## src/rtl/strip_mem_arbiter_if.sv

```systemverilog
// Bus between the strip drivers / frame BRAM read port and strip_mem_arbiter.
// The slave modport is the arbiter's view; master is the requester and BRAM side.
interface strip_mem_arbiter_if #(
  parameter int NUM_PORTS     = 8,
  parameter int ADDRESS_WIDTH = 13,
  parameter int DATA_WIDTH    = 8
);
  logic [NUM_PORTS-1:0]               req;
  logic [NUM_PORTS*ADDRESS_WIDTH-1:0] addr;
  logic [DATA_WIDTH-1:0]              rdata;
  logic [NUM_PORTS-1:0]               rdy;
  logic                               mem_ren;
  logic [ADDRESS_WIDTH-1:0]           mem_raddr;
  logic [DATA_WIDTH-1:0]              mem_rdata;
  logic                               busy;

  modport master (
    output req, addr, mem_rdata,
    input  rdata, rdy, mem_ren, mem_raddr, busy
  );

  modport slave (
    input  req, addr, mem_rdata,
    output rdata, rdy, mem_ren, mem_raddr, busy
  );
endinterface

```

## src/rtl/strip_mem_arbiter.sv

```systemverilog
// Round-robin share of the frame BRAM read port; ARB_PORT0_PRIORITY_EN lets port 0 pre-empt.
// 3 cycles req->rdy, one read per cycle; requesters hold req/addr until their rdy pulse.
module strip_mem_arbiter #(
  parameter int NUM_PORTS     = 8,
  parameter int ADDRESS_WIDTH = 13,
  parameter int DATA_WIDTH    = 8
) (
  input logic                clk,
  input logic                rst,
  strip_mem_arbiter_if.slave bus
);
  localparam int PW = (NUM_PORTS > 1) ? $clog2(NUM_PORTS) : 1;

`ifdef ARB_PORT0_PRIORITY_EN
  localparam bit PORT0_PRIO = 1'b1;
`else
  localparam bit PORT0_PRIO = 1'b0;
`endif

  logic [NUM_PORTS-1:0] inflight;
  logic [NUM_PORTS-1:0] eligible;
  logic [PW-1:0]        last_ptr;
  logic [PW-1:0]        grant_idx;
  logic [PW-1:0]        cand;
  logic                 grant_vld;
  logic [PW-1:0]        tag0;
  logic [PW-1:0]        tag1;
  logic                 vld0;
  logic                 vld1;

  // A port stays masked through its rdy cycle, so a req still high then is the old request.
  assign eligible = bus.req & ~inflight;
  assign bus.busy = |inflight;

  always_comb begin
    grant_vld = 1'b0;
    grant_idx = '0;
    cand      = '0;
    if (PORT0_PRIO && eligible[0]) begin
      grant_vld = 1'b1;
      grant_idx = '0;
    end
    for (int k = 1; k <= NUM_PORTS; k++) begin
      cand = PW'((int'(last_ptr) + k) % NUM_PORTS);
      if (!grant_vld && eligible[cand] && !(PORT0_PRIO && cand == '0)) begin
        grant_vld = 1'b1;
        grant_idx = cand;
      end
    end
  end

  always_ff @(posedge clk or posedge rst) begin
    if (rst) begin
      last_ptr      <= PW'(NUM_PORTS - 1);
      inflight      <= '0;
      vld0          <= 1'b0;
      vld1          <= 1'b0;
      tag0          <= '0;
      tag1          <= '0;
      bus.mem_ren   <= 1'b0;
      bus.mem_raddr <= '0;
      bus.rdy       <= '0;
      bus.rdata     <= '0;
    end else begin
      bus.mem_ren <= grant_vld;
      if (grant_vld) begin
        bus.mem_raddr <= bus.addr[grant_idx*ADDRESS_WIDTH +: ADDRESS_WIDTH];
        // Priority grants to port 0 leave the rotation of ports 1..N-1 undisturbed.
        if (!(PORT0_PRIO && grant_idx == '0))
          last_ptr <= grant_idx;
      end
      vld0 <= grant_vld;
      tag0 <= grant_idx;
      vld1 <= vld0;
      tag1 <= tag0;
      bus.rdy <= vld1 ? (NUM_PORTS'(1) << tag1) : '0;
      if (vld1)
        bus.rdata <= bus.mem_rdata;
      inflight <= (inflight & ~bus.rdy) |
                  (grant_vld ? (NUM_PORTS'(1) << grant_idx) : '0);
    end
  end
endmodule
```

## src/flat_wrapper.sv

```systemverilog
// flat-port wrapper written by rule: the top's interface ports become plain ports
module strip_mem_arbiter_flat 
#(
  parameter int NUM_PORTS     = 8,
  parameter int ADDRESS_WIDTH = 13,
  parameter int DATA_WIDTH    = 8
)
  (clk, rst, bus_req, bus_addr, bus_mem_rdata, bus_rdata, bus_rdy, bus_mem_ren, bus_mem_raddr, bus_busy);
  strip_mem_arbiter_if #(.NUM_PORTS(NUM_PORTS), .ADDRESS_WIDTH(ADDRESS_WIDTH), .DATA_WIDTH(DATA_WIDTH)) bus_i ();
  input logic clk;
  input logic rst;
  input wire logic [$bits(bus_i.req)-1:0] bus_req;
  input wire logic [$bits(bus_i.addr)-1:0] bus_addr;
  input wire logic [$bits(bus_i.mem_rdata)-1:0] bus_mem_rdata;
  output wire logic [$bits(bus_i.rdata)-1:0] bus_rdata;
  output wire logic [$bits(bus_i.rdy)-1:0] bus_rdy;
  output wire logic [$bits(bus_i.mem_ren)-1:0] bus_mem_ren;
  output wire logic [$bits(bus_i.mem_raddr)-1:0] bus_mem_raddr;
  output wire logic [$bits(bus_i.busy)-1:0] bus_busy;
  assign bus_i.req = bus_req;
  assign bus_i.addr = bus_addr;
  assign bus_i.mem_rdata = bus_mem_rdata;
  assign bus_rdata = bus_i.rdata;
  assign bus_rdy = bus_i.rdy;
  assign bus_mem_ren = bus_i.mem_ren;
  assign bus_mem_raddr = bus_i.mem_raddr;
  assign bus_busy = bus_i.busy;
  strip_mem_arbiter #(.NUM_PORTS(NUM_PORTS), .ADDRESS_WIDTH(ADDRESS_WIDTH), .DATA_WIDTH(DATA_WIDTH)) u_core (.clk(clk), .rst(rst), .bus(bus_i));
endmodule
```

## config.mk

```make
export PLATFORM = sky130hd
export DESIGN_NAME = strip_mem_arbiter_flat
export DESIGN_NICKNAME = d
export VERILOG_FILES = /design/src/rtl/strip_mem_arbiter_if.sv /design/src/rtl/strip_mem_arbiter.sv /design/src/flat_wrapper.sv
export SDC_FILE = /design/constraint.sdc
export NUM_CORES = 1
export LEC_CHECK = 0
export CAP_MARGIN = 10
export CORE_MARGIN = 1.5
export CORE_UTILIZATION = 41
export CTS_BUF_LIST = sky130_fd_sc_hd__clkbuf_4 sky130_fd_sc_hd__clkbuf_8
export DETAILED_ROUTE_END_ITERATION = 8
export GPL_ROUTABILITY_DRIVEN = 0
export HOLD_SLACK_MARGIN = 0.15
export PLACE_DENSITY = 0.78
export SYNTH_ARGS = -nofsm -noshare
export SYNTH_HDL_FRONTEND = slang
export SYNTH_SLANG_ARGS = --single-unit
```

## constraint.sdc

```tcl
create_clock -name clk -period 3.53 [get_ports clk]
set_input_delay 1.059 -clock clk [delete_from_list [all_inputs] [get_ports clk]]
set_output_delay 1.059 -clock clk [all_outputs]
set_load 0.05 [all_outputs]
```

Yosys cells after proc, flatten, opt, wreduce, memory -nomap -nowiden
Index checks and enable logic that the tools add are counted.
{"block": "classes", "reduce_logical": 15, "mux": 34, "shift": 3, "mul": 1, "n_lt_le_gt_ge": 8, "bitwise_logic": 5, "addsub": 8}
{"operator": "$shiftx A104 B8 Y13", "count": 1}
{"operator": "$lt A3 B4 Y1 const B", "count": 8}
{"operator": "$bmux W1 S3", "count": 8}
{"operator": "$mux W3", "count": 8}
{"operator": "$and A8 B8 Y8", "count": 2}
{"operator": "$mux W1", "count": 16}
{"operator": "$mux W8", "count": 2}
{"operator": "$not A8 Y8", "count": 2}
{"operator": "$shl A1 B3 Y8 const A", "count": 2}
{"operator": "$add A3 B3 Y3 const B", "count": 4}
{"operator": "$or A8 B8 Y8", "count": 1}
{"operator": "$reduce_or A8 Y1", "count": 1}
{"operator": "$logic_and A1 B1 Y1", "count": 7}
{"operator": "$logic_not A1 Y1", "count": 7}
{"operator": "$mul A3 B4 Y7 const B", "count": 1}
{"operator": "$add A3 B1 Y3 const B", "count": 2}
{"operator": "$add A3 B2 Y3 const B", "count": 2}
{"block": "totals", "wordCells": 83, "register_bits": 48, "input_bits": 122, "out_inout_bits": 31}

Logic depth before layout (Yosys ltp)
{"block": "depth", "ltp_word": 29, "ltp_mapped": 16, "depth_no_buf": 13}

Least setup slack after synthesis
OpenSTA, ideal clock, no wires.
{"block": "synth_timing", "path_kind": "reg2reg", "from": "register u_core.last_ptr[0]", "to": "register u_core.bus.mem_raddr[12]", "t_required_ns": 3.408, "setup_slack_ns": -0.234, "setup_ns": 0.122, "synth_period_minus_slack_ns": 3.764, "arrival_time_ns": 3.642, "path_buffers": 4, "stages_incl_launch_ff": 16, "cell_sequence": "dfstp_2 > buf_4 > buf_4 > inv_2 > ha_1 > xnor2_2 > mux4_2 > or4b_4 > nor3_4 > a21boi_2 > mux2i_4 > buf_6 > buf_6 > mux2i_1 > nand2_1 > a32o_1"}
{"block": "synth_between", "elab_chain_cells": 27, "word_cells_on_any_way": 56, "classes_between": "add/sub: 8; mul: 1; shift: 1; mux: 32; reduce/logical: 14"}
{"element": "from (decl)", "line": "strip_mem_arbiter.sv:22", "source": "logic [PW-1:0] last_ptr;"}
{"element": "from (signal assigned)", "line": "strip_mem_arbiter.sv:54", "source": "last_ptr <= PW'(NUM_PORTS - 1);"}
{"element": "from (signal assigned)", "line": "strip_mem_arbiter.sv:70", "source": "last_ptr <= grant_idx;"}
{"element": "$add A3 B1 Y3", "line": "strip_mem_arbiter.sv:44", "source": "cand = PW'((int'(last_ptr) + k) % NUM_PORTS);"}
{"element": "$bmux W1 S3", "line": "strip_mem_arbiter.sv:45", "source": "if (!grant_vld && eligible[cand] && !(PORT0_PRIO && cand == '0)) begin"}
{"element": "$mux W1 (implied by the code)", "line": "strip_mem_arbiter.sv:45"}
{"element": "$mux W1", "line": "strip_mem_arbiter.sv:45"}
{"element": "$logic_not A1 Y1", "line": "strip_mem_arbiter.sv:45"}
{"element": "$logic_and A1 B1 Y1", "line": "strip_mem_arbiter.sv:45"}
{"element": "$mux W1", "line": "strip_mem_arbiter.sv:45"}
{"element": "$logic_not A1 Y1", "line": "strip_mem_arbiter.sv:45"}
{"element": "[... 11 more ...]"}
{"element": "$logic_not A1 Y1", "line": "strip_mem_arbiter.sv:45"}
{"element": "$logic_and A1 B1 Y1", "line": "strip_mem_arbiter.sv:45"}
{"element": "$mux W1", "line": "strip_mem_arbiter.sv:45"}
{"element": "$logic_not A1 Y1", "line": "strip_mem_arbiter.sv:45"}
{"element": "$logic_and A1 B1 Y1", "line": "strip_mem_arbiter.sv:45"}
{"element": "$mux W3", "line": "strip_mem_arbiter.sv:45"}
{"element": "$mul A3 B4 Y7", "line": "strip_mem_arbiter.sv:67", "source": "bus.mem_raddr <= bus.addr[grant_idx*ADDRESS_WIDTH +: ADDRESS_WIDTH];"}
{"element": "$shiftx A104 B8 Y13", "line": "strip_mem_arbiter.sv:67"}
{"element": "to (signal assigned)", "line": "strip_mem_arbiter.sv:67"}
{"element": "to (decl)", "line": "strip_mem_arbiter_if.sv:24", "source": "output rdata, rdy, mem_ren, mem_raddr, busy"}
Several ways; a longest one is shown, not always the timed one. The select of a mux whose other input is x is not followed.
A chain may end at the register's enable or synchronous reset.

Worst setup path in the final report
{"block": "layout_timing", "from": "input bus_req[7]", "to": "register u_core.bus.mem_raddr[0]"}
{"block": "layout_between", "elab_chain_cells": 27, "word_cells_on_any_way": 49, "classes_between": "mul: 1; shift: 1; mux: 32; bitwise: 1; reduce/logical: 14"}
{"element": "from (decl)", "line": "flat_wrapper.sv:12", "source": "input wire logic [$bits(bus_i.req)-1:0] bus_req;"}
{"element": "$and A8 B8 Y8 *", "line": "strip_mem_arbiter.sv:32", "source": "assign eligible = bus.req & ~inflight;"}
{"element": "$bmux W1 S3", "line": "strip_mem_arbiter.sv:45"}
{"element": "$mux W1 (implied by the code)", "line": "strip_mem_arbiter.sv:45"}
{"element": "$mux W1", "line": "strip_mem_arbiter.sv:45"}
{"element": "$logic_not A1 Y1", "line": "strip_mem_arbiter.sv:45"}
{"element": "$logic_and A1 B1 Y1", "line": "strip_mem_arbiter.sv:45"}
{"element": "$mux W1", "line": "strip_mem_arbiter.sv:45"}
{"element": "$logic_not A1 Y1", "line": "strip_mem_arbiter.sv:45"}
{"element": "[... 11 more ...]"}
{"element": "$logic_not A1 Y1", "line": "strip_mem_arbiter.sv:45"}
{"element": "$logic_and A1 B1 Y1", "line": "strip_mem_arbiter.sv:45"}
{"element": "$mux W1", "line": "strip_mem_arbiter.sv:45"}
{"element": "$logic_not A1 Y1", "line": "strip_mem_arbiter.sv:45"}
{"element": "$logic_and A1 B1 Y1", "line": "strip_mem_arbiter.sv:45"}
{"element": "$mux W3", "line": "strip_mem_arbiter.sv:45"}
{"element": "$mul A3 B4 Y7", "line": "strip_mem_arbiter.sv:67"}
{"element": "$shiftx A104 B8 Y13", "line": "strip_mem_arbiter.sv:67"}
Every way passes the cells marked *; elsewhere a longest branch is shown, timed or not. The select of a mux whose other input is x is not followed.

==> flow_summary.ini <==
[setup_path]
required_ns = 3.73
worstSetupPathType = in -> reg
start_kind = primary input
r2r_cells = 15
cp_max_fo = 7
worst_ep_arrival_time_ns = 3.78
crit_path_end_kind = flip-flop

[floorplan]
num_io_pins = 153
die_h_um = 98.03
num_rows = 34
initial_utilization = 0.4245
die_w_um = 98.03
coreArea_mm2 = 0.008721
design.die.area_mm2 = 0.009609

[timing]
slew_headroom = 0.5960
slew_viol_final = 0
setup_viol = 9
rsz0062_at_grt = yes
worst_pin_slew_ns = 0.6059
layout_min_cycle_time_ns = 3.585
finClkSkew_ns = 0.008591
min_period_over_period = 1.016
hold_viol_final = 0
worst_slack_ns = -0.05487
fmax_mhz = 279.0

[logic_synthesis]
synth-seq-cells = 48
yosys_warnings = 0
synth_top_area_frac = 0.3042
synth_area_per_cell_um2 = 9.591
syn_inst = 386
syn_area_mm2 = 0.003702
synth-main-ff-cell = dfrtp_1
syn-num-nets = 510
synth_top_cell_by_area = dfrtp_1
synth_area_leaders = dfrtp_1 30%, mux2i_1 17%, nand2_1 5.8%
seq_area_frac_synth = 0.3254
synth_edf_count = 0
synthArstFlopShare = 1.000
synth.distinct_cells = 57

[route]
drc = 0
via_per_inst = 5.741
wl_per_cell_um = 20.07
vias = 4277
final_antenna_net_count = 0
drt_iter0_markers = 299
route.final.wire_length_mm = 14.95
first_pass_iters = 8

[cts]
clk_pin_slew_ns = 0.09
cts_buffers = 5
cts_root_buf = clkbuf_8
clock_latency_ns = 0.31
cts_hold_buf = 0
numClockSinks = 48
cts_tree = built
ctsHtreeMaxLevel = 2
cts_buffer_depth = 2

[hold_path]
hold_path_class = reg -> reg
hold_depth = 0

[finish]
final_cell_mix = 144 x clkdlybuf4s50_1, 93 x buf_4, 56 x nand2_1
stdcell_count = 745
fill_cells = 532
final_nets = 760
antennaDiodeCount = 0
syn2layout_area_growth_pct = 78.88
mostFrequentLayoutCell = clkdlybuf4s50_1
drive_gt1_frac = 0.3218

[placed_design]
dp.cells = 698
dp_hpwl_mm = 10.10
portBuffers = 152

[run_status]
violations = negative setup slack
status = finished with violations

[grt]
grt.total_usage = 0.2791
grt_pass1_vias = 4283
grt_max_degree = 49
grt_antenna_before_repair = 0
grt_overflow = 0
grt_pass1_wl_mm = 21.14

[run]
maxCapViolations = 0
==> layer usage <==
| layer | GRT usage | routed length, um | share of wire | vias to the layer above |
|---|---|---|---|---|
| li1 | - | - | - | 1940 |
| met1 | 0.3125 | 5252 | 0.35 | 2047 |
| met2 | 0.5130 | 8050 | 0.54 | 226 |
| met3 | 0.04080 | 892 | 0.060 | 64 |
| met4 | 0.1396 | 759 | 0.051 | 0 |
| met5 | 0 | 0 | 0 | - |
==> worst max-delay path, cell delays in order <==
cell and delay [ns]:
buf_6 0.09, nand2b_1 0.22, mux4_2 0.34, mux2i_2 0.09, or4b_4 0.52, nor3_4 0.20
a21boi_4 0.10, mux2i_4 0.16, buf_6 0.14, buf_12 0.13, buf_12 0.13, mux2i_1 0.23
nand2_1 0.10, a32o_1 0.28
==> registers in the layout (all words and copies together) (netlist names) <==
register	cells
u_core.tag0	3
u_core.bus.rdata	8
u_core.bus.mem_raddr	13
u_core.bus.rdy	8
u_core.bus.mem_ren	1
u_core.tag1	3
u_core.vld1	1
u_core.last_ptr	3
u_core.inflight	8
==> worst paths after layout <==
path	slack [ns]	start	end
max	-0.05	bus_req[7]	u_core.bus.mem_raddr[0]
min	0.36	u_core.tag0[1]	u_core.tag1[1]
max reg2reg	-0.05	u_core.last_ptr[1]	u_core.bus.mem_raddr[0]
min reg2reg	0.36	u_core.tag0[1]	u_core.tag1[1]
max in group asynchronous	1.91	rst	u_core.bus.mem_raddr[2]
min in group asynchronous	1.20	rst	u_core.bus.rdata[3]
==> Yosys cell counts (all sizes together), types with 2 or more instances <==
library cell and number:
nor2 16, clkbuf 5, nor3 4, o22a 3
inv 18, o21ai 6, and2 4, nand3 17
buf 16, clkinv 2, a22oi 12, o22ai 13
a21o 2, dfstp 3, a2bb2oi 2, mux2 12
nor4 3, a32o 12, mux4 9, a31oi 3
nand2 57, xnor2 2, ha 2, a211oi 3
nand2b 13, dfrtp 45, mux2i 65, a21oi 12
nor2b 8
==> timing repair <==
action | in CTS | in global routing
endpoints found under the setup margin | 23 | 20
setup buffers | 25 | 9
gates cloned | 3 | 2
hold endpoints to repair | 0 | 0
pin swaps | 12 | 21
gates resized for setup | 67 | 41
==> metrics by stage <==
stage          utilization  TNS, ns  setup slack [ns]  instance area (um^2)  hold WS, ns
2_1_floorplan            -  -0.5469          -0.06318                  3755       0.3312
3_3_place_gp        0.6719   -12.49           -0.6492                  5859       0.3361
3_5_place_dp        0.6719   -14.53           -0.7189                  5859       0.3396
4_1_cts             0.7244        0           0.01048                  6317       0.3582
5_1_grt             0.7594   -1.424           -0.1597                  6623       0.3792
6_report            0.7594  -0.2692          -0.05487                  6623       0.3593
==> layout make-up <==
type	count	area, um^2	area share
multi-input combinational	297	2550	0.3850
timing repair buffer	263	2545	0.3843
sequential	48	1205	0.1819
tap	108	135.1	0.02040
clock buffer	7	90.09	0.01360
inverter	20	80.08	0.01209
clock inverter	1	8.758	0.001323
timing repair inverter	1	8.758	0.001323
==> logic make-up (layout without fill, tap and decap cells) <==
logic type / count (synthesis) / in the layout / share of synthesized area
mux: 86 / 86 / 0.2714
compound gates: 80 / 80 / 0.1602
buf+inv: 41 / 292 / 0.06252
flops: 48 / 48 / 0.3254
fa+ha+maj: 2 / 2 / 0.006758
simple gates: 126 / 126 / 0.1646
xor+xnor: 3 / 3 / 0.009127
Power is left out: the tool's default activity adds up to more than one toggle a clock period on the data nets, which glitch-free logic cannot reach.
